<file path="src/rtl/er_metric_acc.sv">
// Error-metric accumulator for approximate-adder characterisation: counts samples,
// errors and zero-exact results, and tracks total and maximum error distance per run.
module er_metric_acc #(
  parameter int N           = 16,
  parameter int NUM_SAMPLES = 1024,
  parameter int CW          = 32
) (
  input  logic            clk,
  input  logic            rst,
  input  logic            start,
  input  logic            in_valid,
  output logic            in_ready,
  input  logic [N-1:0]    approx_sum,
  input  logic [N-1:0]    exact_sum,
  output logic            busy,
  output logic            done,
  output logic [CW-1:0]   sample_count,
  output logic [CW-1:0]   err_count,
  output logic [CW-1:0]   zero_count,
  output logic [N+CW-1:0] total_ed,
  output logic [N-1:0]    max_ed
);

  typedef enum logic [1:0] {IDLE, RUN, DONE} state_t;

  localparam logic [CW-1:0] NS = CW'(NUM_SAMPLES);

  state_t          state_q, state_d;
  logic [CW-1:0]   cnt_q, cnt_d;
  logic [CW-1:0]   err_q, err_d;
  logic [CW-1:0]   zero_q, zero_d;
  logic [N+CW-1:0] tot_q, tot_d;
  logic [N-1:0]    max_q, max_d;

  logic [N-1:0]    ed;
  logic [N+CW:0]   tot_sum;

  // Magnitude of the difference, ordered so the subtraction never wraps.
  assign ed      = (approx_sum >= exact_sum) ? (approx_sum - exact_sum)
                                             : (exact_sum - approx_sum);
  assign tot_sum = {1'b0, tot_q} + {{(CW+1){1'b0}}, ed};

  always_comb begin
    state_d = state_q;
    cnt_d   = cnt_q;
    err_d   = err_q;
    zero_d  = zero_q;
    tot_d   = tot_q;
    max_d   = max_q;
    unique case (state_q)
      IDLE, DONE: begin
        if (start) begin
          state_d = RUN;
          cnt_d   = '0;
          err_d   = '0;
          zero_d  = '0;
          tot_d   = '0;
          max_d   = '0;
        end
      end
      RUN: begin
        if (in_valid) begin
          cnt_d = cnt_q + CW'(1);
          if (ed != '0)        err_d  = err_q + CW'(1);
          if (exact_sum == '0) zero_d = zero_q + CW'(1);
          tot_d = tot_sum[N+CW] ? {(N+CW){1'b1}} : tot_sum[N+CW-1:0];
          if (ed > max_q)      max_d  = ed;
          if (cnt_q + CW'(1) == NS) state_d = DONE;
        end
      end
      default: state_d = IDLE;
    endcase
  end

  always_ff @(posedge clk) begin
    if (rst) begin
      state_q <= IDLE;
      cnt_q   <= '0;
      err_q   <= '0;
      zero_q  <= '0;
      tot_q   <= '0;
      max_q   <= '0;
    end else begin
      state_q <= state_d;
      cnt_q   <= cnt_d;
      err_q   <= err_d;
      zero_q  <= zero_d;
      tot_q   <= tot_d;
      max_q   <= max_d;
    end
  end

  assign in_ready     = (state_q == RUN);
  assign busy         = (state_q == RUN);
  assign done         = (state_q == DONE);
  assign sample_count = cnt_q;
  assign err_count    = err_q;
  assign zero_count   = zero_q;
  assign total_ed     = tot_q;
  assign max_ed       = max_q;

endmodule

</file>
<file path="config.mk">
export PLATFORM = sky130hd
export DESIGN_NAME = er_metric_acc
export DESIGN_NICKNAME = d
export VERILOG_FILES = /design/src/rtl/er_metric_acc.sv
export SDC_FILE = /design/constraint.sdc
export NUM_CORES = 1
export LEC_CHECK = 0
export CORE_MARGIN = 2
export CORE_UTILIZATION = 40
export DETAILED_ROUTE_END_ITERATION = 12
export GPL_TIMING_DRIVEN = 0
export HOLD_SLACK_MARGIN = 0.06
export MAX_ROUTING_LAYER = met4
export PLACE_DENSITY = 0.61
export REMOVE_ABC_BUFFERS = 1
export SETUP_SLACK_MARGIN = 0.5
export SYNTH_ARGS = -nofsm -noshare
export SYNTH_HDL_FRONTEND = slang
export SYNTH_SLANG_ARGS = --single-unit
</file>
<file path="constraint.sdc">
create_clock -name clk -period 15.1 [get_ports clk]
set_clock_uncertainty 0.1 [all_clocks]
set_input_delay 1.51 -clock clk [delete_from_list [all_inputs] [get_ports clk]]
set_output_delay 1.51 -clock clk [all_outputs]
set_load 0.02 [all_outputs]
</file>
==> flow_summary_export.csv, run 1 <==
group,metric,value,unit
synthesis,synth_area,11200,um^2
sta,worst_slack,6.75,ns
clock_network,path_clk_slew,0.07,ns
sta,period_minus_slack,8.35,ns
run_status,status,"completed",
global_route,grt_pass1_vias,10900,
global_route,grt_antenna_before_repair,0,
hold_path,holdPathStages,2,
clock_network,cts_setup_buffers,0,
clock_network,cts_sinks,162,
sta,rsz0062_at_grt,"false",
detailed_routing,drtAntennaViolNets,0,
sta,fin_crit_sh,55.3,%
power_and_ir_drop,p_int,0.795,mW
die,die_w,171,um
synthesis,ys_seq_area_share,29.1,%
synthesis,synth_seq_cells,162,
hold_path,hold_class,"register to register",
sta,worst_pin_slew,1.11,ns
placement,dp_hpwl,24800,um
cells_and_area,final_cell_area,14100,um^2
setup_path,worstRegToRegCells,14,
sta,finalSetupViolCount,0,
global_route,grt_pass1_wl,56700,um
sta,fin_tns_setup,0,ns
power_and_ir_drop,ir_worst_vdd,45.3,uV
setup_path,crit_path_end_kind,"register",
sta,hold_viol,0,
power_and_ir_drop,p_per_area,83.2,nW/um^2
clock_network,hold_buffers,0,
cells_and_area,area_delta_synth_final,25.9,%
setup_path,critPathMaxFanout,13,
placement,numPortBuffers,198,
synthesis,synth_ff_type,"dfxtp_1",
detailed_routing,dr.pass1.iters,6,
setup_path,crit_type,"input port to register",
power_and_ir_drop,combPwrFrac,23.6,%
detailed_routing,via_count,11600,
power_and_ir_drop,clockPowerShare,38.8,%
synthesis,yosysTopAreaCell,"dfxtp_1",
synthesis,async_flop_share,0,%
die,rows,61,
detailed_routing,drc,0,
clock_network,numCtsBuffers,17,
cells_and_area,multi_input_area,7290,um^2
setup_path,crit_chain,"clkdlybuf4s50_1 -> inv_1 -> ha_1 -> nor2b_1 -> o31ai_1 -> a211oi_2 -> nor3_1 -> mux2i_1 -> xnor2_1 -> ha_1 -> and3_1 -> and3_1 -> nand3_1 -> a31o_2 -> a31oi_1 -> nand2b_1 -> or3_1 -> o311a_1 -> or3_1",
sta,hold_slack,0.360,ns
setup_path,crit_path_start_kind,"input port",
placement,dpl_worst_slack,6.40,ns
placement,placed_area,13400,um^2
cells_and_area,ff_latch_area,3240,um^2
cells_and_area,fillers,2718,
cells_and_area,final_cells,2019,
detailed_routing,wire_per_inst,17.1,um
clock_network,cts_tree,"built",
die,core-area,27600,um^2
placement,gp_congestion,0.914,
setup_path,timing.rr.end,"total_ed[46]",
setup_path,required,15.32,ns
setup_path,crit_path_max_incr_delay,0.91,ns
sta,finalMaxSlewViolations,0,
clock_network,clockBufferDepth,2,
detailed_routing,routed_wl,34500,um
cells_and_area,most-common-layout-cells,"clkdlybuf4s50_1 (197), dfxtp_1 (162), nor2_1 (137)",
setup_path,r2r_start,"total_ed[0]",
setup_path,crit_family,"simple AND/OR/NAND/NOR gates",
clock_network,clock_latency,0.43,ns
global_route,grt_overflow_total,0,
power_and_ir_drop,power_leakage,5.24,nW
die,num_io_pins,199,
setup_path,crit_path_top_delay_cell,"nor3_1",
setup_path,critPathArrivalTime,8.57,ns
die,die_h,171,um
setup_path,reg2reg_slack,10.77,ns
placement,dp_cells,1985,
sta,fmax,0.120,GHz
clock_network,cts_max_level,4,
cells_and_area,nets,1733,
clock_network,ctsRootBufferMaster,"clkbuf_16",
power_and_ir_drop,seq_power_share,37.6,%
power_and_ir_drop,p_sw,0.374,mW
die,initial_core_util,40.4,%
cells_and_area,final_common_cell,"clkdlybuf4s50_1",
synthesis,yosysTopAreaCellShare,29.1,%
power_and_ir_drop,p_sw_share,32.0,%
hold_path,min_delay_worst_endpoint,"total_ed[13]",
detailed_routing,routed_via_density,5.74,
detailed_routing,drt_iter0_markers,931,
synthesis,yosys-top-cells-area,"dfxtp_1 (29%), ha_1 (7.4%), a21oi_1 (5.6%)",
job,maxCapViolCount,0,
clock_network,cts_resized,0,
synthesis,synth_enable_flop_cells,0,
synthesis,synth.distinct_cells,75,
global_route,grt_usage,24.4,%
sta,relSlewSlack,25.6,%
global_route,grt_max_degree,58,
cells_and_area,n_antenna_cell,0,
setup_path,worstPathBufferInverterCount,2,
synthesis,avgSynthCellArea,7.51,um^2
cells_and_area,drive_above_1_share,4.69,%
die,die-area,29300,um^2
hold_path,hp-start,"total_ed[13]",
synthesis,synthCells,1486,
synthesis,ys_warn_count,0,
## layer usage
metal  GRT usage, %  vias to the layer above  share of wire, %
met4           6.63                        0               1.9
met1           32.9                     5488                48
met5              -                        -                 0
met2           38.0                      310                45
li1               -                     5753                 -
met3           3.93                       45               5.5
## area by class of cell
cell class | instances | share of cell area (%)
Clock buffer | 18 | 3.12
Clock inverter | 14 | 1.18
Inverter | 76 | 2.03
Multi-Input combinational cell | 1161 | 51.9
Sequential cell | 162 | 23.1
Tap cell | 378 | 3.36
Timing Repair Buffer | 210 | 15.4
## flip-flops by register name, summed over array words and instances, names as in the netlist
register,cells
err_count,32
max_ed,16
sample_count,32
state_q,2
total_ed,48
zero_count,32
## per-stage QoR
step | utilization (%) | total power, mW
final | 50.9 | 1.17
after global routing | 50.9 | 1.23
after CTS | 50.8 | 1.18
after detailed placement | 48.6 | 0.721
after global placement | 48.0 | 0.715
after floorplan | - | 0.629
## power by group through the flow
stage / Combinational, mW / Clock (mW) / Sequential, mW
3_3_place_gp: 0.266 / 0 / 0.449
3_5_place_dp: 0.272 / 0 / 0.449
5_1_grt: 0.309 / 0.485 / 0.440
4_1_cts: 0.274 / 0.465 / 0.439
2_1_floorplan: 0.175 / 0 / 0.455
6_report: 0.276 / 0.454 / 0.439
## worst reg2reg max path: stages (launching register included)
cell and delay (ns):
dfxtp_1 0.36, ha_1 0.17, inv_1 0.06, fa_1 0.39, nor2b_1 0.12, o21ai_0 0.11, a21oi_1 0.19, o21ai_0 0.21
a211oi_1 0.40, o311ai_2 0.21, buf_6 0.20, or4_1 0.88, nor2_1 0.64, a21oi_1 0.08, o211ai_1 0.12
## cells by family (layout without fill, tap and decap cells)
family	count (synthesis)	in the layout	synth area share [%]
multiplexers	11	11	1.02
flip-flops	162	162	29.1
buffers and inverters	163	318	5.85
XOR/XNOR	52	52	4.08
adder cells (fa/ha/maj)	69	69	7.94
AO/OA/AOI/OAI	439	439	25.0
AND/OR/NAND/NOR	590	590	27.1
## synthesized netlist by cell type, types with 10 or more instances
library cell / instances
nand2_1: 127
nor3_1: 44
a21o_1: 17
dfxtp_1: 162
xor2_1: 28
or3_1: 21
inv_1: 76
a31oi_1: 32
nor2b_1: 11
nand3_1: 68
xnor2_1: 24
o21a_1: 15
and4_1: 10
ha_1: 66
or4_1: 10
and2_1: 17
and3_1: 45
nand4b_1: 16
nand4_1: 26
nand2b_1: 13
nor4_1: 22
a22oi_1: 27
o21ai_0: 110
nor2_1: 139
a21oi_1: 125
clkbuf_1: 72
o31ai_1: 23
a311oi_1: 15
## worst max-delay path by stage
stage	from	slack, ns	endpoint	depth (start not counted)
after floorplan	approx_sum[11]	8.03	total_ed[47]	17
after global placement	approx_sum[11]	5.36	total_ed[47]	18
after detailed placement	approx_sum[2]	6.40	total_ed[47]	19
after CTS	approx_sum[2]	6.83	total_ed[47]	19
after global routing	approx_sum[11]	6.26	total_ed[47]	19
final	approx_sum[2]	6.75	total_ed[47]	19
Power figures use the tool's default switching activity.
==> inputs of run 2 (changes only) <==
PLACE_DENSITY = 0.64   (was 0.61)
clock period = 7.4 ns   (was 15.1 ns; I/O delays follow)
==> flow_summary_export.csv, run 2 (synthesis results as in run 1) <==
group,metric,value,unit
power_and_ir_drop,ir_worst_vdd,114,uV
detailed_routing,via_count,11700,
detailed_routing,dr.pass1.iters,6,
sta,relSlewSlack,7.15,%
detailed_routing,drt_iter0_markers,928,
power_and_ir_drop,p_per_area,174,nW/um^2
placement,numPortBuffers,198,
detailed_routing,routed_wl,35300,um
cells_and_area,most-common-layout-cells,"clkdlybuf4s50_1 (197), dfxtp_1 (162), nor2_1 (136)",
global_route,grt_overflow_total,0,
global_route,grt_antenna_before_repair,0,
cells_and_area,nets,1731,
placement,dp_hpwl,25100,um
placement,gp_congestion,0.898,
setup_path,critPathMaxFanout,13,
sta,period_minus_slack,6.74,ns
cells_and_area,n_antenna_cell,0,
clock_network,cts_max_level,4,
global_route,grt_max_degree,61,
setup_path,crit_type,"input port to register",
placement,dp_cells,1984,
cells_and_area,fillers,2699,
cells_and_area,largest_register_ffs,48,
detailed_routing,wire_per_inst,17.5,um
clock_network,numCtsBuffers,17,
setup_path,crit_path_max_incr_delay,0.62,ns
clock_network,cts_tree,"built",
clock_network,clockBufferDepth,2,
die,die_w,171,um
detailed_routing,routed_via_density,5.81,
sta,rsz0062_at_grt,"true",
die,initial_core_util,40.4,%
setup_path,required,7.62,ns
cells_and_area,drive_above_1_share,5.06,%
cells_and_area,final_cells,2017,
global_route,grt_usage,24.7,%
detailed_routing,drtAntennaViolNets,0,
clock_network,ctsRootBufferMaster,"clkbuf_16",
sta,hold_viol,0,
sta,worst_pin_slew,1.39,ns
clock_network,clock_latency,0.44,ns
detailed_routing,drc,0,
setup_path,crit_path_start_kind,"input port",
global_route,grt_pass1_wl,57100,um
sta,fmax,0.148,GHz
cells_and_area,area_delta_synth_final,26.8,%
global_route,grt_pass1_vias,10800,
die,die-area,29300,um^2
die,num_io_pins,199,
setup_path,crit_chain,"clkdlybuf4s50_1 -> inv_1 -> ha_1 -> a21o_1 -> o21bai_1 -> a211o_1 -> nor3_2 -> o21ai_0 -> and2_1 -> ha_1 -> and3_1 -> and3_1 -> nand3_1 -> a31o_2 -> a31oi_2 -> nand2b_1 -> or3_1 -> o311a_1 -> or3_1",
setup_path,crit_family,"simple AND/OR/NAND/NOR gates",
clock_network,cts_sinks,162,
power_and_ir_drop,power_leakage,5.26,nW
hold_path,hold_class,"register to register",
sta,finalSetupViolCount,0,
run_status,status,"completed",
setup_path,crit_path_top_delay_cell,"nor3_2",
power_and_ir_drop,total_power,2.46,mW
die,die_h,171,um
cells_and_area,final_common_cell,"clkdlybuf4s50_1",
setup_path,worstPathBufferInverterCount,2,
job,maxCapViolCount,0,
setup_path,crit_path_end_kind,"register",
sta,fin_crit_sh,91.0,%
die,rows,61,
setup_path,critPathArrivalTime,6.96,ns
sta,finalMaxSlewViolations,0,
die,core-area,27600,um^2
clock_network,path_clk_slew,0.07,ns
run 2: cell types whose count changed in the layout (fill, tap and decap cells not counted), moves of 2 or more:
cell       delta
buf_16        +2
buf_6         -2
buf_8         -2
bufinv_16     +2
inv_6         -3
run 2: worst register-to-register path: stages (launching register included):
cell and delay (ns):
dfxtp_1 0.34, nand2b_1 1.05, inv_1 0.65, a21oi_1 0.71
and4_1 0.34, nand4_1 0.38, nor4_1 0.73, nand3_1 0.19
xor2_1 0.17, nor2_1 0.05
run 2: timing repair:
item                                    CTS  global route
gates resized for setup                   5             6
hold buffers                              0             0
endpoints found under the setup margin   37            34
setup buffers                             0             0
pin swaps                                 0             1
run 2: cell type report:
cell class              instances  area [um^2]  area share [%]
multi-input cells            1161         7340            51.9
flip-flops and latches        162         3240            22.9
repair buffers                208         2160            15.3
well taps                     378          473            3.34
clock buffers                  18          429            3.03
inverters                      76          285            2.02
clock inverters                14          215            1.52
run 2: path summary, 6_finish.rpt:
path	cells past startpoint	start	endpoint	slack, ns
max	19	approx_sum[11]	total_ed[47]	0.66
min	2	total_ed[8]	total_ed[8]	0.37
max reg2reg	9	state_q[1]	zero_count[27]	2.53
min reg2reg	2	total_ed[8]	total_ed[8]	0.37
run 2: stage by stage:
| step | utilization [%] | setup WS, ns | hold slack, ns | TNS (ns) | area [um^2] |
|---|---|---|---|---|---|
| after floorplan | - | 1.10 | 0.433 | 0 | 10800 |
| after global placement | 48.0 | -1.47 | 0.355 | -80.38 | 13200 |
| after detailed placement | 48.7 | -0.439 | 0.355 | -2.93 | 13400 |
| after CTS | 51.1 | 0.551 | 0.364 | 0 | 14100 |
| after global routing | 51.2 | 0.378 | 0.403 | 0 | 14100 |
| final | 51.2 | 0.662 | 0.366 | 0 | 14100 |
run 2: power breakdown:
group | internal [mW] | switching (mW) | leakage, nW | total [mW]
clock | 0.579 | 0.413 | 0.316 | 0.991
sequential | 0.884 | 0.0133 | 1.31 | 0.897
combinational | 0.222 | 0.346 | 3.64 | 0.568
run 2: metal layers:
| metal | up-vias | GRT usage [%] | part of all wire [%] |
|---|---|---|---|
| met5 | - | - | 0 |
| met4 | 0 | 7.22 | 1.9 |
| met3 | 42 | 3.65 | 5.4 |
| met2 | 354 | 37.8 | 45 |
| met1 | 5570 | 33.8 | 48 |
| li1 | 5747 | - | - |
